`config.mk`:
```
export PLATFORM = sky130hd
export DESIGN_NAME = class_argmax
export DESIGN_NICKNAME = d
export VERILOG_FILES = /design/src/rtl/class_argmax.sv
export SDC_FILE = /design/constraint.sdc
export NUM_CORES = 1
export LEC_CHECK = 0
export CAP_MARGIN = 20
export CORE_UTILIZATION = 40
export DETAILED_ROUTE_END_ITERATION = 7
export MAX_ROUTING_LAYER = met4
export PLACE_DENSITY = 0.69
export SLEW_MARGIN = 20
export SYNTH_ARGS = -nofsm -noshare
export SYNTH_HDL_FRONTEND = slang
export SYNTH_SLANG_ARGS = --single-unit
```
`constraint.sdc`:
```
create_clock -name clk -period 4 [get_ports clk]
set_input_delay 1.2 -clock clk [delete_from_list [all_inputs] [get_ports clk]]
set_output_delay 1.2 -clock clk [all_outputs]
set_load 0.005 [all_outputs]
```
`src/rtl/class_argmax.sv`:
```
// ----------------------------------------------------------------------------
// class_argmax
//
// Running arg-max over one frame of signed class scores. Scores arrive one
// per accepted beat, in class order. After the last class of a frame the
// winning index and its score are held behind a valid/ready handshake until
// the consumer takes them, then the block returns to collecting.
//
// Optional feature macro: CLASS_BIAS_EN
//   defined   -> bias_in port exists; each score is in_value + bias_in,
//                computed one bit wider and saturated to the DATA_W range.
//   undefined -> no bias_in port, score is in_value unchanged.
//
// Parameters
//   NUM_CLASSES  scores per frame (2..16)
//   DATA_W       score width, two's complement
//   IDX_W        class index width
//
// Ports
//   clk          clock, all logic on posedge
//   GlobalReset  synchronous active-high reset
//   in_valid     in_value carries a score this cycle
//   in_value     signed score for class in_index
//   in_ready     block accepts a score this cycle (state decode only)
//   bias_in      signed per-class bias (CLASS_BIAS_EN only)
//   out_valid    result pending
//   out_ready    consumer takes result
//   class_out    winning class index
//   max_value    winning (biased, if enabled) score
//   in_index     index of the class expected next (bias-ROM address)
// ----------------------------------------------------------------------------
module class_argmax #(
    parameter int NUM_CLASSES = 10,
    parameter int DATA_W      = 27,
    parameter int IDX_W       = 4
) (
    input  logic              clk,
    input  logic              GlobalReset,
    input  logic              in_valid,
    input  logic [DATA_W-1:0] in_value,
    output logic              in_ready,
`ifdef CLASS_BIAS_EN
    input  logic [DATA_W-1:0] bias_in,
`endif
    output logic              out_valid,
    input  logic              out_ready,
    output logic [IDX_W-1:0]  class_out,
    output logic [DATA_W-1:0] max_value,
    output logic [IDX_W-1:0]  in_index
);

    typedef enum logic [0:0] {
        COLLECT = 1'b0,
        RESULT  = 1'b1
    } state_t;

    localparam logic [IDX_W-1:0] LAST_IDX = IDX_W'(NUM_CLASSES - 1);

    state_t                   state_reg, state_next;
    logic [IDX_W-1:0]         index_reg, index_next;
    logic [IDX_W-1:0]         class_reg, class_next;
    logic signed [DATA_W-1:0] max_reg,   max_next;

    logic                     accept;
    logic                     last_beat;
    logic signed [DATA_W-1:0] score;

    // ------------------------------------------------------------------
    // Score formation
    // ------------------------------------------------------------------
`ifdef CLASS_BIAS_EN
    localparam logic signed [DATA_W-1:0] SCORE_MAX = {1'b0, {(DATA_W-1){1'b1}}};
    localparam logic signed [DATA_W-1:0] SCORE_MIN = {1'b1, {(DATA_W-1){1'b0}}};

    logic signed [DATA_W:0] biased_sum;

    always_comb begin
        biased_sum = $signed({in_value[DATA_W-1], in_value})
                   + $signed({bias_in[DATA_W-1], bias_in});
        // The top two bits disagree only when the sum left the DATA_W range;
        // the extra sign bit tells which rail to clamp to.
        if (biased_sum[DATA_W] != biased_sum[DATA_W-1]) begin
            score = biased_sum[DATA_W] ? SCORE_MIN : SCORE_MAX;
        end else begin
            score = biased_sum[DATA_W-1:0];
        end
    end
`else
    always_comb begin
        score = $signed(in_value);
    end
`endif

    // ------------------------------------------------------------------
    // FSM: state register
    // ------------------------------------------------------------------
    always_ff @(posedge clk) begin
        if (GlobalReset) begin
            state_reg <= COLLECT;
        end else begin
            state_reg <= state_next;
        end
    end

    // ------------------------------------------------------------------
    // FSM: next-state logic
    // ------------------------------------------------------------------
    always_comb begin
        state_next = state_reg;
        case (state_reg)
            COLLECT: if (accept && last_beat) state_next = RESULT;
            RESULT:  if (out_ready)           state_next = COLLECT;
            default:                          state_next = COLLECT;
        endcase
    end

    // ------------------------------------------------------------------
    // FSM: outputs
    // ------------------------------------------------------------------
    // in_ready is held low during reset so nothing is taken before the
    // state register is known to be in COLLECT.
    always_comb begin
        in_ready  = (state_reg == COLLECT) && !GlobalReset;
        out_valid = (state_reg == RESULT);
    end

    assign accept    = in_valid && in_ready;
    assign last_beat = (index_reg == LAST_IDX);

    // ------------------------------------------------------------------
    // Running maximum datapath
    // ------------------------------------------------------------------
    always_comb begin
        index_next = index_reg;
        class_next = class_reg;
        max_next   = max_reg;
        if (accept) begin
            if (index_reg == '0) begin
                // First class of a frame seeds the maximum unconditionally.
                max_next   = score;
                class_next = '0;
            end else if (score > max_reg) begin
                // Strict compare: ties keep the earlier (lower) index.
                max_next   = score;
                class_next = index_reg;
            end
            index_next = last_beat ? '0 : index_reg + 1'b1;
        end
    end

    always_ff @(posedge clk) begin
        if (GlobalReset) begin
            index_reg <= '0;
            class_reg <= '0;
            max_reg   <= '0;
        end else begin
            index_reg <= index_next;
            class_reg <= class_next;
            max_reg   <= max_next;
        end
    end

    assign class_out = class_reg;
    assign max_value = max_reg;
    assign in_index  = index_reg;

endmodule

```
==> key figures, run 1 <==
Status
  • Outcome: complete, no violations

Die
  • Starting density of the core: 0.418
  • Die Ht: 78.4 µm
  • Core area: roughly 5600 µm²
  • Site Rows: 27
  • Die width: ~80 µm
  • DIE AREA: between 6000 and 7000 µm²
  • Io pins: 68

Drt
  • TritonRoute pass-1 iters: 5
  • Routed len/inst: around 15 µm
  • DRC: 0
  • DR iter-0 viols: between 90 and 100
  • Antenna Nets Post-Route: 0
  • Routed via count: between 2k and 2.5k
  • Via/cell ratio: 5.64
  • Total Wirelength: ~6400 µm

Timing
  • Final hold vios: 0
  • Final setup TNS: 0 ps
  • Slew Viols, Final: 0
  • Period utilization: 0.914
  • Worst clock skew: about 3.9 ps
  • Max frequency: ~270 MHz
  • Tightest Pin Transition: around 800 ps
  • Rel. slew slack: 0.466
  • Final worst slack: between 300 and 400 ps
  • Final count of negative-setup-slack endpoints: 0
  • RSZ-0062 raised after global routing: false
  • Final min period: ~3700 ps

Pwr
  • Sw frac: 0.298
  • Logic pwr share: 0.291
  • Switching power: between 200 and 300 µW
  • Internal power: ~680 µW
  • Max rail drop VDD: approximately 0.00016 V
  • Sequential power share: 0.415
  • Leak: between 1 and 1.5 nW
  • Clock Power Share: 0.293
  • Pwr/cell area: between 300 and 400 nW/µm²

CTS
  • CTS Buffer Depth: 2
  • Clock sink count: 36
  • Worst-Skew Late Latency: a little under 300 ps
  • Hold-fix buffers, CTS: 0
  • Clock transition at path regs: around 70 ps
  • CTS buffer count: 5
  • Post-CTS Setup Repair Bufs: 0
  • CTS H-Tree Depth: 2
  • CTS tree: done
  • PostCTS Resize Cnt: 0
  • Root buffer cell: clkbuf_8

Synthesis
  • Post-synthesis xor/xnor area fraction: 0.00751
  • Post-synth ARST share: 0
  • Largest family of logic cells by synthesized area: compound AO/OA/AOI/OAI gates
  • Yosys reg bits: 36
  • Synth area leader: dfxtp_1
  • Mapped cell area: between 2000 and 2500 µm²
  • Most frequent cells after synthesis: 41 x a21oi_1, 36 x dfxtp_1, 32 x nand4_1
  • Warnings, synthesis: 0
  • Net Count, Synth: 335
  • Yosys top cell area share: 0.309
  • Synth unique cells: 38
  • Post-Synth Adder-Cell Area: 0.145
  • Mux cell area share after synthesis: 0
  • Syn Area/Cell: around 8.4 µm²
  • Ys flop type: dfxtp_1
  • Synth Area in Compound Gates: 0.274
  • Simple-gate share of the synthesized area: 0.176
  • Synth top area cells: dfxtp_1 31%, ha_1 14%, a21oi_1 8.8%
  • Most frequent cell after synthesis: a21oi_1
  • Post-synth EDFFs: 0
  • Mapped Cells: 277
  • Sequential share of the synthesized area: 0.309

Global route
  • Gr usage total: 0.220
  • Routing usage on met3: 0.0512
  • Vias in the first global route: between 2k and 2.5k
  • Antenna violations before repair: 0
  • Largest net degree at the start of global routing: 33
  • Met2 capacity usage during global routing: 0.339
  • Gr busiest metal: met2
  • First-pass GRT wire length: 10300 µm
  • Met1 Use GR: 0.281
  • GR Overflow Total: 0

Job
  • Max cap viols: 0

Setup path
  • Worst EP arrival: about 3900 ps
  • Crit end category: register
  • Slowest CP cell: a2111oi_4
  • Crit path required time: roughly 4200 ps
  • R2r setup slk: between 1000 and 1500 ps
  • CP Cell Sequence: clkdlybuf4s50_1 > ha_1 > nand4_1 > a211o_1 > o2111a_1 > a2111oi_4 > buf_12 > o31ai_1 > a21oi_1
  • Worst Setup Start Kind: input port
  • CP max FO: 18
  • Delay of the slowest critical-path stage: 770 ps
  • WS Path Type: in2reg

Placement
  • Gpl congestion: about 0.88
  • Pre-CTS setup slack: around 35 ps
  • Count of input and output buffers: 67
  • Final HPWL from detailed placement: between 4000 and 5000 µm

Finish
  • Util after Layout: 0.578
  • Fill cell total of the finished layout: 530
  • N_diodes: 0
  • Share of cells above drive strength 1: 0.0780
  • Area grow syn2layout: 38.2%
  • Final net count: about 400

Hold path
  • Hold Crit Class: reg2reg
cells in the final DEF (no fill, tap or decap), drive strengths merged:
| cell type | count |
|---|---|
| clkdlybuf4s50 | 67 |
| a21oi | 41 |
| dfxtp | 36 |
| nand4 | 32 |
| inv | 29 |
| o31ai | 27 |
| ha | 27 |
| buf | 14 |
| nor2 | 8 |
| nand3 | 8 |
| nand2 | 8 |
| clkbuf | 7 |
| o21ai | 7 |
| nor2b | 5 |
| o2bb2ai | 4 |
| o21a | 3 |
| a211o | 3 |
| nor3 | 2 |
| nor4 | 2 |
| a211oi | 2 |
| or4 | 2 |
| and2b | 1 |
| nand3b | 1 |
| o211ai | 1 |
| o2111a | 1 |
| a2111oi | 1 |
| and4 | 1 |
| a32oi | 1 |
| a2111o | 1 |
| xor2 | 1 |
| xnor2 | 1 |
| a311oi | 1 |
| nor3b | 1 |
power by group through the flow:
stage	Sequential [mW]	Combinational (mW)	Clock (mW)
6_report	0.403	0.282	0.284
2_1_floorplan	0.409	0.149	0
5_1_grt	0.405	0.313	0.304
3_5_place_dp	0.410	0.281	0
3_3_place_gp	0.411	0.275	0
4_1_cts	0.402	0.282	0.290
worst paths after layout:
kind	startpoint	cells past startpoint	end
setup / recovery	in_value[9]	9	max_value[20]
hold reg to reg	class_out[2]	1	class_out[2]
hold / removal	class_out[2]	1	class_out[2]
setup reg to reg	max_value[10]	9	max_value[20]
logic make-up (layout without fill, tap and decap cells):
kind of cell,after synthesis,count (layout)
xor+xnor,2,2
buf+inv,48,117
simple gates,71,71
compound gates,93,93
flops,36,36
fa+ha+maj,27,27
worst max-delay path: cells and delay by family:
family / cells / cell delay, ps
adder cells (fa/ha/maj): 1 / 310
buffers and inverters: 2 / 680
AND/OR/NAND/NOR: 1 / 160
AO/OA/AOI/OAI: 5 / 1520
area by class of cell:
cell class / count / area [µm²] / area share
multi-input combinational: 193 / 1410 / 0.438
timing repair buffer: 81 / 796 / 0.247
sequential: 36 / 721 / 0.224
inverter: 29 / 109 / 0.0338
clock buffer: 7 / 96.3 / 0.0299
tap: 72 / 90.1 / 0.0280
routing by layer:
layer	share of wire	vias up
met5	0	-
met4	0.018	0
met3	0.060	10
met2	0.46	82
met1	0.47	1084
li1	-	1181
through the flow:
step                      instance area, µm²  hold slack (ps)  power (mW)  cells
after global routing                    3220              487        1.02    418
after CTS                               3220              474       0.975    418
after detailed placement                3130              452       0.691    411
final                                   3220              475       0.969    418
after floorplan                         2330              456       0.558    277
after global placement                  3110              457       0.685    410
state kept, by name, indices dropped and copies added, names as in the netlist:
| name | count |
|---|---|
| class_out | 4 |
| in_index | 4 |
| max_value | 27 |
| out_valid | 1 |
(Power assumes the default switching activity.)
==> run 2, diff against run 1 <==
--- a/config.mk
+++ b/config.mk
@@ -6,10 +6,9 @@
 export NUM_CORES = 1
 export LEC_CHECK = 0
 export CAP_MARGIN = 20
-export CORE_UTILIZATION = 40
+export CORE_UTILIZATION = 35
 export DETAILED_ROUTE_END_ITERATION = 7
 export MAX_ROUTING_LAYER = met4
-export PLACE_DENSITY = 0.69
 export SLEW_MARGIN = 20
 export SYNTH_ARGS = -nofsm -noshare
 export SYNTH_HDL_FRONTEND = slang
==> run 2 against run 1 <==
First-iteration DRC count is 54% higher. Non-clock buffer count is the same. Clock skew increased by 3.5 ps. Final cell count grew 1.2%. Via count decreased by 0.34%. Critical path depth decreased by 1. Power is 3.5% lower. Wire length grew 2.0%. Sequential cell count is the same. Global-route usage is 2.9 points lower. Clock power shrank 12%. Critical path type unchanged.
==> key figures, run 2 (synthesis results as in run 1) <==
Global route
  • Gr usage total: 0.191 (-0.0286)
  • Largest net degree at the start of global routing: 23 (-30%)
  • First-pass GRT wire length: 10500 µm (+1.5%)
  • GR Overflow Total: 0 (unchanged)
  • Antenna violations before repair: 0 (unchanged)
  • Vias in the first global route: 2151 (-3.6%)

Die
  • Starting density of the core: 0.365 (-0.0532)
  • Io pins: 68 (unchanged)
  • DIE AREA: 6990 µm² (+14%)
  • Core area: 6390 µm² (+15%)
  • Site Rows: 29 (+7.4%)
  • Die width: 83.6 µm (+6.7%)
  • Die Ht: 83.6 µm (+6.7%)

Finish
  • Util after Layout: 0.506 (-0.0722)
  • Fill cell total of the finished layout: 610 (+15%)
  • Max FFs per register: 27 (unchanged)
  • Final net count: 404 (unchanged)
  • Share of cells above drive strength 1: 0.0780 (unchanged)
  • Commonest non-fill, non-tap cell in the layout: clkdlybuf4s50_1
  • N_diodes: 0 (unchanged)
  • Area of the multi-input gates: 1420 µm² (+0.27%)
  • Most frequent cells in the layout: 67 x clkdlybuf4s50_1, 41 x a21oi_1, 36 x dfxtp_1
  • Final non-filler cell total: 423 (+1.2%)
  • Post-Layout Inst Area: 3230 µm² (+0.27%)
  • FF/Latch Area: 721 µm² (unchanged)
  • Area grow syn2layout: 38.6%

Drt
  • DRC: 0 (unchanged)
  • TritonRoute pass-1 iters: 4 (-1)
  • Antenna Nets Post-Route: 0 (unchanged)
  • Routed len/inst: 15.4 µm (+0.75%)
  • Via/cell ratio: 5.55 (-1.5%)
  • Total Wirelength: 6510 µm (+2.0%)
  • Routed via count: 2349 (-0.34%)
  • DR iter-0 viols: 146 (+54%)

CTS
  • Clock sink count: 36 (unchanged)
  • Hold-fix buffers, CTS: 0 (unchanged)
  • CTS tree: done
  • Worst-Skew Late Latency: 290 ps (about the same)
  • CTS buffer count: 5 (unchanged)
  • PostCTS Resize Cnt: 0 (unchanged)
  • Post-CTS Setup Repair Bufs: 0 (unchanged)
  • Clock transition at path regs: 70 ps (about the same)
  • CTS Buffer Depth: 2 (unchanged)
  • Root buffer cell: clkbuf_8
  • CTS H-Tree Depth: 2 (unchanged)

Timing
  • Slew Viols, Final: 0 (unchanged)
  • Period utilization: 0.916 (+0.00147)
  • Rel. slew slack: 0.463 (-0.00293)
  • Final min period: 3660 ps (+5.89 ps)
  • Tightest Pin Transition: 805 ps (+4.39 ps)
  • Final setup TNS: 0 ps (unchanged)
  • RSZ-0062 raised after global routing: false
  • Final hold vios: 0 (unchanged)
  • Worst clock skew: 7.40 ps (+3.47 ps)
  • Final worst slack: 337 ps (-5.89 ps)
  • Max frequency: 273 MHz (-0.16%)
  • Hold WS: 472 ps (-3.22 ps)
  • Final count of negative-setup-slack endpoints: 0 (unchanged)

Setup path
  • Slowest CP cell: or4_1
  • Crit path required time: 4220 ps (about the same)
  • WP buf/inv: 1 (-1)
  • Worst Setup Start Kind: input port
  • CP Cell Sequence: clkdlybuf4s50_1 > ha_1 > nand4_1 > or4_1 > o21ai_4 > a2111oi_4 > nor4_2 > o2bb2ai_1
  • Worst EP arrival: 3880 ps (about the same)
  • WS Path Type: in2reg
  • Delay of the slowest critical-path stage: 650 ps (-120 ps)
  • Crit end category: register
  • CP max FO: 11 (-7)
  • CP top delay family: simple AND/OR/NAND/NOR gates

Placement
  • Placed inst area: 3150 µm² (+0.88%)
  • Placed cell count: 416 (+1.2%)
  • Final HPWL from detailed placement: 4710 µm (+2.7%)
  • Gpl congestion: 0.849 (-4.0%)
  • Count of input and output buffers: 67 (unchanged)
  • Pre-CTS setup slack: 100 ps (+65.4 ps)

Status
  • Outcome: complete, no violations

Hold path
  • Hold Crit Class: reg2reg

Pwr
  • Leak: 1.18 nW (about the same)
  • Logic pwr share: 0.304 (+0.013)
  • Switching power: 290 µW (+0.40%)
  • Max rail drop VDD: 0.000210 V (+34%)
  • Sequential power share: 0.430 (+0.015)
  • Final Total Pwr: 935 µW (-3.5%)
  • Clock Power Share: 0.266 (-0.027)
  • Pwr/cell area: 289 nW/µm² (-3.7%)
  • Sw frac: 0.310 (+0.0120)
  • Internal power: 646 µW (-5.1%)

Job
  • Max cap viols: 0 (unchanged)
run 2: area by class of cell:
cell class                      count  share of cell area
Multi-Input combinational cell    193               0.438
Tap cell                           77              0.0298
Clock buffer                        6              0.0225
Sequential cell                    36               0.223
Inverter                           29              0.0337
Timing Repair Buffer               81               0.252
Clock inverter                      1             0.00155
run 2: routing by layer:
metal | track usage | up-vias | part of all wire | routed length, µm
li1 | - | 1184 | - | -
met3 | 0.0346 | 12 | 0.046 | 302
met5 | - | - | 0 | 0
met2 | 0.290 | 65 | 0.45 | 2960
met4 | 0.0724 | 0 | 0.017 | 110
met1 | 0.253 | 1088 | 0.48 | 3130
run 2: worst paths after layout:
kind	startpoint	end	slack (ps)	depth (start not counted)
max	in_value[18]	class_out[3]	340	8
min	class_out[3]	class_out[3]	470	1
max reg2reg	max_value[18]	class_out[3]	1310	8
min reg2reg	class_out[3]	class_out[3]	470	1
run 2: power groups by stage:
stage / logic (mW) / clock network, mW / registers, mW
global route: 0.314 / 0.271 / 0.405
CTS: 0.285 / 0.255 / 0.402
floorplan: 0.149 / 0 / 0.409
global placement: 0.280 / 0 / 0.410
finish: 0.284 / 0.249 / 0.402
detailed placement: 0.283 / 0 / 0.410
